==> config.mk <==
export PLATFORM = sky130hd
export DESIGN_NAME = ff_ctrl_sched
export DESIGN_NICKNAME = d
export VERILOG_FILES = /design/src/rtl/ff_ctrl_pkg.sv /design/src/rtl/rr_arbiter.sv /design/src/rtl/ff_ctrl_sched.sv
export SDC_FILE = /design/constraint.sdc
export NUM_CORES = 1
export LEC_CHECK = 0
export CAP_MARGIN = 0
export CORE_AREA = 5 5 50 52
export DETAILED_ROUTE_END_ITERATION = 7
export DIE_AREA = 0 0 55 57
export GPL_TIMING_DRIVEN = 0
export PLACE_DENSITY = 0.8
export RECOVER_POWER = 100
export REMOVE_ABC_BUFFERS = 1
export SLEW_MARGIN = 20
export SYNTH_ARGS = -nofsm -noshare
export SYNTH_HDL_FRONTEND = slang
export SYNTH_SLANG_ARGS = --single-unit
==> constraint.sdc <==
create_clock -name clk -period 6.6 [get_ports clk]
set_input_delay 1.32 -clock clk [delete_from_list [all_inputs] [get_ports clk]]
set_output_delay 1.32 -clock clk [all_outputs]
set_load 0.02 [all_outputs]
==> src/rtl/ff_ctrl_pkg.sv <==
// ff_ctrl_pkg: op/state encodings and sizing helper shared by the flop-bank scheduler.
package ff_ctrl_pkg;
    localparam logic [1:0] OPC_NOP   = 2'b00;
    localparam logic [1:0] OPC_CLR   = 2'b01;
    localparam logic [1:0] OPC_LOAD  = 2'b10;
    localparam logic [1:0] OPC_WRITE = 2'b11;

    typedef enum logic [1:0] {
        OP_NOP   = OPC_NOP,
        OP_CLR   = OPC_CLR,
        OP_LOAD  = OPC_LOAD,
        OP_WRITE = OPC_WRITE
    } op_e;

    typedef enum logic [2:0] {ST_IDLE, ST_SETUP, ST_PULSE, ST_HOLD, ST_DONE} state_e;

    function automatic int max3(input int a, input int b, input int c);
        int m;
        m = a > b ? a : b;
        return m > c ? m : c;
    endfunction
endpackage

==> src/rtl/rr_arbiter.sv <==
// rr_arbiter: round-robin arbiter; search starts one past the last advanced grant.
module rr_arbiter #(
    parameter int N = 2,
    localparam int IW = N > 1 ? $clog2(N) : 1
) (
    input  logic          clk,
    input  logic          rst,
    input  logic [N-1:0]  req_i,
    input  logic          adv_i,
    output logic [N-1:0]  gnt_o,
    output logic [IW-1:0] idx_o
);
    logic [IW-1:0] ptr_q, ptr_d;
    logic          hit;

    always_comb begin
        idx_o = '0;
        hit   = 1'b0;
        // Scan from farthest to nearest so the nearest set request wins.
        for (int i = N - 1; i >= 0; i--) begin
            if (req_i[(int'(ptr_q) + i) % N]) begin
                idx_o = IW'((int'(ptr_q) + i) % N);
                hit   = 1'b1;
            end
        end
        gnt_o = hit ? N'(1) << idx_o : '0;
        ptr_d = int'(idx_o) == N - 1 ? '0 : idx_o + IW'(1);
    end

    always_ff @(posedge clk) begin
        if (rst) ptr_q <= '0;
        else if (adv_i && hit) ptr_q <= ptr_d;
    end
endmodule

==> src/rtl/ff_ctrl_sched.sv <==
// ff_ctrl_sched: shares one control-gated flop bank among NREQ requesters (setup/pulse/hold).
// Define FFCTRL_VERIFY_EN to compare ff_q against the expected value in DONE (sticky err).
module ff_ctrl_sched
    import ff_ctrl_pkg::*;
#(
    parameter int NREQ      = 2,
    parameter int WIDTH     = 4,
    parameter int SETUP_CYC = 1,
    parameter int PULSE_CYC = 1,
    parameter int HOLD_CYC  = 1
) (
    input  logic                  clk,
    input  logic                  rst,
    input  logic [NREQ-1:0]       req_valid,
    input  logic [2*NREQ-1:0]     req_op,
    input  logic [WIDTH*NREQ-1:0] req_data,
    output logic [NREQ-1:0]       req_ready,
    output logic [NREQ-1:0]       done,
    output logic                  busy,
    output logic                  ff_r,
    output logic                  ff_aload,
    output logic [WIDTH-1:0]      ff_ad,
    output logic                  ff_e,
    output logic [WIDTH-1:0]      ff_d,
    input  logic [WIDTH-1:0]      ff_q,
    output logic                  err
);
    localparam int IW = NREQ > 1 ? $clog2(NREQ) : 1;
    localparam int CW = $clog2(max3(SETUP_CYC, PULSE_CYC, HOLD_CYC) + 1);
    localparam logic [CW-1:0] S_LD = CW'(SETUP_CYC - 1);
    localparam logic [CW-1:0] P_LD = CW'(PULSE_CYC - 1);
    localparam logic [CW-1:0] H_LD = CW'(HOLD_CYC - 1);

    state_e            state_q, state_d;
    logic [CW-1:0]     cnt_q, cnt_d;
    op_e               op_q, op_d;
    logic [WIDTH-1:0]  data_q, data_d, dat_q;
    logic [IW-1:0]     id_q, id_d, gidx;
    logic [NREQ-1:0]   gnt, done_q;
    logic              idle, adv, drive_d, pulse_d;
    logic              busy_q, r_q, aload_q, e_q;

    assign idle      = state_q == ST_IDLE && !rst;
    assign adv       = idle && |gnt;
    assign req_ready = idle ? gnt : '0;

    rr_arbiter #(.N(NREQ)) u_arb (
        .clk   (clk),
        .rst   (rst),
        .req_i (req_valid),
        .adv_i (adv),
        .gnt_o (gnt),
        .idx_o (gidx)
    );

    always_comb begin
        state_d = state_q;
        cnt_d   = cnt_q;
        op_d    = op_q;
        data_d  = data_q;
        id_d    = id_q;
        case (state_q)
            ST_IDLE: if (adv) begin
                op_d    = op_e'(req_op[2*gidx +: 2]);
                data_d  = req_data[WIDTH*gidx +: WIDTH];
                id_d    = gidx;
                state_d = op_d == OP_NOP ? ST_DONE : ST_SETUP;
                cnt_d   = S_LD;
            end
            ST_SETUP: if (cnt_q == '0) begin
                state_d = ST_PULSE;
                cnt_d   = P_LD;
            end else cnt_d = cnt_q - CW'(1);
            ST_PULSE: if (cnt_q == '0) begin
                state_d = ST_HOLD;
                cnt_d   = H_LD;
            end else cnt_d = cnt_q - CW'(1);
            ST_HOLD: if (cnt_q == '0) state_d = ST_DONE;
            else cnt_d = cnt_q - CW'(1);
            default: state_d = ST_IDLE;
        endcase
    end

    // Pins are registered from the next state so they line up with the state they describe.
    assign drive_d = state_d == ST_SETUP || state_d == ST_PULSE || state_d == ST_HOLD;
    assign pulse_d = state_d == ST_PULSE;

    always_ff @(posedge clk) begin
        if (rst) begin
            state_q <= ST_IDLE;
            cnt_q   <= '0;
            op_q    <= OP_NOP;
            data_q  <= '0;
            id_q    <= '0;
            busy_q  <= 1'b0;
            r_q     <= 1'b0;
            aload_q <= 1'b0;
            e_q     <= 1'b0;
            dat_q   <= '0;
            done_q  <= '0;
        end else begin
            state_q <= state_d;
            cnt_q   <= cnt_d;
            op_q    <= op_d;
            data_q  <= data_d;
            id_q    <= id_d;
            busy_q  <= state_d != ST_IDLE;
            r_q     <= pulse_d && op_d == OP_CLR;
            aload_q <= pulse_d && op_d == OP_LOAD;
            e_q     <= pulse_d && op_d == OP_WRITE;
            dat_q   <= drive_d ? data_d : '0;
            done_q  <= state_d == ST_DONE ? NREQ'(1) << id_d : '0;
        end
    end

    assign busy     = busy_q;
    assign ff_r     = r_q;
    assign ff_aload = aload_q;
    assign ff_e     = e_q;
    assign ff_d     = dat_q;
    assign ff_ad    = dat_q;
    assign done     = done_q;

`ifdef FFCTRL_VERIFY_EN
    logic err_q;
    always_ff @(posedge clk) begin
        if (rst) err_q <= 1'b0;
        else if (state_q == ST_DONE && op_q != OP_NOP && ff_q != (op_q == OP_CLR ? '0 : data_q)) err_q <= 1'b1;
    end
    assign err = err_q;
`else
    logic unused_ff_q;
    assign unused_ff_q = ^ff_q;
    assign err = 1'b0;
`endif
endmodule

==> flow_summary.rst, run 1 <==
.. list-table::
   :header-rows: 1

   * - Metric
     - Value
   * - Die X-Extent
     - 55 um
   * - Power per unit of standard cell area
     - 253.4 nW/um^2
   * - Worst hold margin
     - 472.8 ps
   * - Post-synth top flop
     - sky130_fd_sc_hd__dfxtp_1
   * - Fin Clk Skew
     - 1.989 ps
   * - Share of the clock period used by the worst path after layout
     - 80.16%
   * - Worst reg-to-reg setup slack
     - 4120 ps
   * - I/O Buffers
     - 31
   * - Proportion of synthesized area in mux cells
     - 2.424%
   * - Biggest fanout along the worst timing path
     - 11
   * - Launch instance of the worst register-to-register path
     - state_q[2]$_SDFF_PP0_
   * - Syn Area/Cell
     - 9.715 sq um
   * - Post-Syn Instances
     - 85
   * - Setup repair after global routing missed its margin
     - no
   * - Synthesized area
     - 825.8 sq um
   * - Critical Path Start Type
     - input pin
   * - Count of flip-flops with a built-in enable after synthesis
     - 0
   * - Placed cell count
     - 137
   * - Required time reported for the critical path endpoint
     - 5280 ps
   * - Final cell utilization of the core
     - 54.70%
   * - Post-synthesis compound-gate area fraction
     - 18.03%
   * - Layout Nets
     - 134
   * - H-tree depth
     - 1
   * - Result of the run
     - finished, final reports clean
   * - Number of standard-cell rows in the floorplan
     - 17
   * - Proportion of power drawn by combinational gates
     - 27.5%
   * - Area growth from synthesis to final layout
     - 36.67%
   * - Main combinational cell family by area after synthesis
     - simple AND/OR/NAND/NOR gates
   * - DRC violation total after the first TritonRoute iteration
     - 15
   * - Wire length of the first global-routing pass
     - 2980 um
   * - Library cell with the highest instance count after synthesis
     - sky130_fd_sc_hd__dfxtp_1
   * - Post-synthesis adder-cell area fraction
     - 0%
   * - Routed via count
     - 720
   * - Slew at the pin with the worst max-slew slack
     - 670.8 ps
   * - Number of warnings reported in the yosys synthesis log
     - 0
   * - Pre-CTS worst setup slack
     - 1448 ps
   * - TritonCTS clock tree
     - built
   * - Remaining global-route overflow
     - 0
   * - Total I/O pin count
     - 37
   * - Internal power contribution
     - 0.1981 mW
   * - Final hold violation count
     - 0
   * - GR Util All Layers
     - 13.37%
   * - Non-filler cells in the finished layout
     - 141
   * - Crit Path Category
     - in2out
   * - Signal arrival time at the worst endpoint
     - 3970 ps
   * - Net switching power
     - 0.08782 mW
   * - TritonCTS Buffers
     - 3
   * - Post-detailed-route DRC marker count
     - 0
   * - DRT Pass-1 Iters
     - 4
   * - Post-layout instance area
     - 1129 sq um
   * - Share of total power in the clock network
     - 21.4%
   * - Yosys top cell by area
     - sky130_fd_sc_hd__dfxtp_1
   * - Core Area
     - 2063 sq um
   * - Final number of max-transition violations
     - 0
   * - Count of unique library cells instantiated by Yosys
     - 29
   * - Maximum clock frequency
     - 189.0 MHz
   * - PnR worst setup slack
     - 1309 ps
   * - Share of power burned in registers
     - 51.1%
   * - Share of synthesized registers carrying an async set or reset
     - 0%
   * - Filler cell count in the final layout
     - 196
   * - Routability congestion estimate from global placement
     - 0.8002
   * - Type of element capturing the critical path
     - primary output
   * - Worst Hold Class
     - reg2reg
   * - Number of buffers added for setup after CTS
     - 0
   * - TritonCTS sink count
     - 21
   * - Detailed placement HPWL
     - 1566 um
   * - DR WL/cell
     - 14.06 um
   * - Xor and xnor fraction of the mapped netlist area
     - 1.061%
   * - Die area
     - 3135 sq um
   * - Fraction of layout cells with a size suffix above 1
     - 4.425%
   * - Minimum clock period after layout
     - 5291 ps
   * - Area fraction of the dominant cell type after synthesis
     - 50.91%
   * - Routed wire length
     - 1982 um
   * - Later-pin clock latency in the skew report
     - 310 ps
   * - Largest net degree at the start of global routing
     - 13
   * - Flops & latches, synth
     - 21
   * - Number of global-route vias before repair
     - 684
   * - Top area cells in the synthesized netlist
     - sky130_fd_sc_hd__dfxtp_1, sky130_fd_sc_hd__nor2_1, sky130_fd_sc_hd__buf_4
   * - Worst hold stages
     - 1
   * - Launch instance of the worst min-delay path
     - op_q[0]$_SDFF_PP0_
   * - Routed Antenna Nets
     - 0
   * - Final setup fails
     - 0
   * - Sequential area share after synthesis
     - 50.91%
   * - Clock-pin slew on the worst setup and hold paths
     - 110 ps
   * - Clock root buffer
     - sky130_fd_sc_hd__clkbuf_4
   * - Maximum clock path buffer count
     - 2
   * - Number of vias per cell
     - 5.106
   * - Placement Cell Area
     - 1111 sq um
   * - Fraction of power spent switching nets
     - 30.71%
   * - Antenna violations before repair
     - 0
   * - Die Y
     - 57 um
   * - Final total negative setup slack
     - 0 ps
   * - Leakage component of the power
     - 0.4921 nW
   * - Simple-gate share of the synthesized area
     - 18.48%
   * - Worst-case headroom to the max-slew limit
     - 54.94%
   * - Hold buffer count at CTS
     - 0
   * - Resized Gates After CTS
     - 0
   * - Number of cells on the worst reg-to-reg path
     - 4
   * - Initial core utilization
     - 40.02%
   * - Worst reg2reg path endpoint
     - state_q[0]$_SDFF_PP0_
   * - Cell types with the highest counts after synthesis
     - sky130_fd_sc_hd__dfxtp_1, sky130_fd_sc_hd__nor2_1, sky130_fd_sc_hd__a21oi_1, sky130_fd_sc_hd__buf_4, sky130_fd_sc_hd__nand2_1
   * - Worst min-delay path endpoint
     - ff_r$_SDFF_PP0_
   * - Maxcap violations
     - 0
   * - IR Drop Worst-Case VDD
     - 133.9 uV
   * - Design Power
     - 0.2859 mW
   * - Number of antenna diodes
     - 0
## worst max path at each step
stage	slack (ps)	startpoint	cells past startpoint	to
floorplan	2710	rst	2	req_ready[0]
global placement	1400	rst	4	req_ready[1]
detailed placement	1450	rst	4	req_ready[1]
CTS	1440	rst	4	req_ready[1]
global route	1170	rst	4	req_ready[1]
finish	1310	rst	4	req_ready[1]
## routing by layer
layer | share of wire (%) | wire, um | GRT usage [%] | up-vias
li1 | - | - | - | 354
met1 | 40 | 787 | 12.42 | 335
met2 | 49 | 978 | 23.48 | 26
met3 | 7.7 | 152 | 3.133 | 5
met4 | 3.2 | 63 | 10.76 | 0
met5 | 0 | 0 | 0 | -
## layout make-up
class	instances	area, sq um	share of cell area, %
tap	28	35.03	3.104
clock inverter	1	5.005	0.4435
inverter	3	11.26	0.9978
multi-input combinational	54	324.1	28.71
sequential	21	420.4	37.25
timing repair buffer	31	310.3	27.49
clock buffer	3	22.52	1.996
## state kept, by name, summed over array words and instances, names as in the netlist
register     cells
data_q           4
ff_ad            4
state_q          3
done             2
op_q             2
busy             1
ff_aload         1
ff_e             1
ff_r             1
id_q             1
u_arb.ptr_q      1
## power by group through the flow
stage / sequential [mW] / clock [mW] / combinational (mW)
after floorplan: 0.159 / 0 / 0.0363
after global placement: 0.149 / 0 / 0.0821
after detailed placement: 0.150 / 0 / 0.0840
after CTS: 0.147 / 0.0640 / 0.0844
after global routing: 0.148 / 0.0706 / 0.0844
final: 0.146 / 0.0612 / 0.0785
## kinds of logic after synthesis
logic type      Yosys count
flops                    21
other cells               1
mux                       2
xor+xnor                  1
simple gates             30
buf+inv                  10
compound gates           20
## cells in the final DEF (no fill, tap or decap), drive strengths merged
cell type	netlist	layout
clkbuf	0	3
and3	1	1
a31oi	1	1
nor4	1	1
nor2b	2	2
conb	1	1
o21ai	2	2
clkinv	0	1
inv	3	3
and2b	1	1
or2	1	1
nor2	11	11
or3	1	1
a2111oi	1	1
nand3	3	3
nand2	5	5
o2111a	1	1
nor3	2	2
a21oi	5	5
a211oi	4	4
clkdlybuf4s50	0	14
a222oi	3	3
or4	1	1
dlygate4sd3	0	17
xor2	1	1
nand2b	1	1
a21boi	1	1
a221oi	1	1
o21ba	1	1
mux2i	2	2
dfxtp	21	21
## critical path, cell delays in order
cell and delay (ps):
sky130_fd_sc_hd__dlygate4sd3_1 680, sky130_fd_sc_hd__or4_1 630, sky130_fd_sc_hd__nor3_1 560, sky130_fd_sc_hd__dlygate4sd3_1 780
(Power assumes the default switching activity.)
==> inputs of run 2 (changes only) <==
Settings changed: CORE_AREA 5 5 50 52 to 5 5 54 56, DIE_AREA 0 0 55 57 to 0 0 59 61, PLACE_DENSITY 0.8 to 0.72.
Clock period 6.6 ns to 4.68 ns, I/O delays scaled along.
==> flow_summary.rst, run 2 (synthesis results as in run 1) <==
.. list-table::
   :header-rows: 1

   * - Metric
     - Value
   * - Core Area
     - 2387 sq um (+16%)
   * - Routed Antenna Nets
     - 0 (unchanged)
   * - Worst Hold Class
     - reg2reg
   * - Final hold violation count
     - 0 (unchanged)
   * - Minimum clock period after layout
     - 4460 ps
   * - Launch instance of the worst min-delay path
     - op_q[0]$_SDFF_PP0_
   * - Slew at the pin with the worst max-slew slack
     - 552.9 ps (-117.9 ps)
   * - Pre-CTS worst setup slack
     - 120.5 ps (-1327 ps)
   * - Post-layout instance area
     - 1140 sq um (+1.0%)
   * - Global-route track usage on met3
     - 2.553% (-0.58 points)
   * - Routed via count
     - 743 (+3.2%)
   * - GR Util All Layers
     - 12.04% (-1.3 points)
   * - Routed wire length
     - 1996 um (+0.71%)
   * - Worst hold stages
     - 1 (unchanged)
   * - IR Drop Worst-Case VDD
     - 156.4 uV (+17%)
   * - Share of the clock period used by the worst path after layout
     - 95.30%
   * - Final number of max-transition violations
     - 0 (unchanged)
   * - Biggest fanout along the worst timing path
     - 11 (unchanged)
   * - Antenna violations before repair
     - 0 (unchanged)
   * - Remaining global-route overflow
     - 0 (unchanged)
   * - Maximum clock frequency
     - 224.2 MHz
   * - Gr busiest metal
     - met2
   * - Routability congestion estimate from global placement
     - 0.8960 (+12%)
   * - Type of element capturing the critical path
     - primary output
   * - Critical Path Slowest Stage Cell
     - sky130_fd_sc_hd__dlygate4sd3_1
   * - Highest-count cells in the layout ignoring fill and taps
     - sky130_fd_sc_hd__dfxtp_1, sky130_fd_sc_hd__dlygate4sd3_1, sky130_fd_sc_hd__clkdlybuf4s50_1
   * - Fraction of layout cells with a size suffix above 1
     - 6.195% (+1.8 points)
   * - Number of antenna diodes
     - 0 (unchanged)
   * - Die X-Extent
     - 59 um (+7.3%)
   * - Setup repair after global routing missed its margin
     - no
   * - Post-detailed-route DRC marker count
     - 0 (unchanged)
   * - H-tree depth
     - 1 (unchanged)
   * - Met2 global-route usage
     - 21.14% (-2.3 points)
   * - Clock root buffer
     - sky130_fd_sc_hd__clkbuf_4
   * - PnR worst setup slack
     - 219.9 ps (-1090 ps)
   * - CP dominant cell by count
     - sky130_fd_sc_hd__dlygate4sd3_1
   * - Number of vias per cell
     - 5.196 (+1.8%)
   * - TritonCTS Buffers
     - 3 (unchanged)
   * - Placement Cell Area
     - 1114 sq um (+0.23%)
   * - I/O Buffers
     - 31 (unchanged)
   * - Largest net degree at the start of global routing
     - 13 (unchanged)
   * - Final total negative setup slack
     - 0 ps (unchanged)
   * - Later-pin clock latency in the skew report
     - 300 ps (about the same)
   * - DR WL/cell
     - 13.96 um (-0.70%)
   * - Leakage component of the power
     - 0.4940 nW (+0.37%)
   * - Layout Nets
     - 134 (unchanged)
   * - DRC violation total after the first TritonRoute iteration
     - 17 (+2)
   * - Launch instance of the worst register-to-register path
     - state_q[2]$_SDFF_PP0_
   * - Required time reported for the critical path endpoint
     - 3740 ps (-1540 ps)
   * - Power per unit of standard cell area
     - 356.7 nW/um^2 (+41%)
   * - Initial core utilization
     - 34.59% (-5.4 points)
   * - Critical Path Start Type
     - input pin
   * - TritonCTS sink count
     - 21 (unchanged)
   * - Maxcap violations
     - 0 (unchanged)
   * - Total I/O pin count
     - 37 (unchanged)
   * - Signal arrival time at the worst endpoint
     - 3520 ps (-450 ps)
   * - Number of standard-cell rows in the floorplan
     - 18 (+1)
   * - Met1 Resource Use GR
     - 12.87% (+0.45 points)
   * - Worst-case headroom to the max-slew limit
     - 62.92% (+8.0 points)
   * - Series of cell instances along the critical path
     - dlygate4sd3_1, or4_4, a211oi_1, dlygate4sd3_1
   * - Die Y
     - 61 um (+7.0%)
   * - Worst min-delay path endpoint
     - ff_r$_SDFF_PP0_
   * - Crit Path Category
     - in2out
   * - Cell family with the largest share of critical-path delay
     - buffers and inverters
   * - DRT Pass-1 Iters
     - 5 (+1)
   * - Number of global-route vias before repair
     - 734 (+7.3%)
   * - Detailed placement HPWL
     - 1525 um (-2.6%)
   * - Most common cell after layout, fill and taps aside
     - sky130_fd_sc_hd__dfxtp_1
   * - Clock-pin slew on the worst setup and hold paths
     - 120 ps (about the same)
   * - Fin Clk Skew
     - 4.765 ps (+2.777 ps)
   * - Filler cell count in the final layout
     - 245 (+25%)
   * - Area growth from synthesis to final layout
     - 38.03%
   * - Number of cells on the worst reg-to-reg path
     - 4 (unchanged)
   * - Result of the run
     - finished, final reports clean
   * - Worst reg-to-reg setup slack
     - 2320 ps (-1800 ps)
   * - Worst reg2reg path endpoint
     - state_q[0]$_SDFF_PP0_
   * - Maximum clock path buffer count
     - 2 (unchanged)
   * - TritonCTS clock tree
     - built
   * - Wire length of the first global-routing pass
     - 3201 um (+7.4%)
   * - Buffering stage count on the worst path with inverters included
     - 2 (unchanged)
   * - Die area
     - 3599 sq um (+15%)
   * - Largest stage delay on the critical path
     - 760 ps (-20 ps)
   * - Final setup fails
     - 0 (unchanged)
[run 2: per-layer routing]
layer | part of all wire, % | wire length [um] | up-vias
li1 | - | - | 354
met1 | 40 | 794 | 352
met2 | 51 | 1025 | 31
met3 | 6.8 | 136 | 6
met4 | 2.0 | 39 | 0
met5 | 0 | 0 | -
[run 2: worst register-to-register path, delay by kind of cell (launching register included)]
kind	cells	cell delay, ps
simple gates	3	1500
compound gates	1	420
flops	1	340
[run 2: worst max path at each step]
stage                     startpoint            to  cells after the start
after detailed placement         rst  req_ready[1]                      4
after global placement           rst  req_ready[1]                      4
after CTS                        rst  req_ready[1]                      4
after global routing             rst  req_ready[0]                      4
after floorplan                  rst  req_ready[0]                      2
final                            rst  req_ready[0]                      4
[run 2: metrics by stage]
stage / hold slack, ps / total power, mW / util, % / instances
floorplan: 427.0 / 0.2757 / - / 78
global placement: 442.7 / 0.3264 / 46.65 / 139
detailed placement: 458.3 / 0.3302 / 46.65 / 139
CTS: 473.6 / 0.4179 / 47.80 / 143
global route: 491.1 / 0.4308 / 47.75 / 143
finish: 481.5 / 0.4065 / 47.75 / 143
[run 2: what timing repair did]
action | in CTS | in global routing
endpoints found under the setup margin | 0 | 1
buffers inserted | 0 | 0
gates resized for setup | 0 | 1
hold endpoints to repair | 0 | 0
hold buffers | 0 | 0
[run 2: power breakdown]
| group | total, mW | internal [mW] | switching [mW] | leakage, nW |
|---|---|---|---|---|
| registers | 0.207 | 0.198 | 0.00928 | 0.172 |
| logic | 0.113 | 0.0512 | 0.0616 | 0.305 |
| clock network | 0.0868 | 0.0318 | 0.0549 | 0.0177 |
| total | 0.407 | 0.281 | 0.126 | 0.494 |
[run 2: area by class of cell]
class | count | area [sq um] | share of cell area, %
flip-flops and latches | 21 | 420.4 | 36.88
clock inverters | 1 | 5.005 | 0.4391
multi-input cells | 54 | 332.8 | 29.20
inverters | 3 | 11.26 | 0.9879
clock buffers | 3 | 22.52 | 1.976
repair buffers | 31 | 310.3 | 27.22
well taps | 30 | 37.54 | 3.293
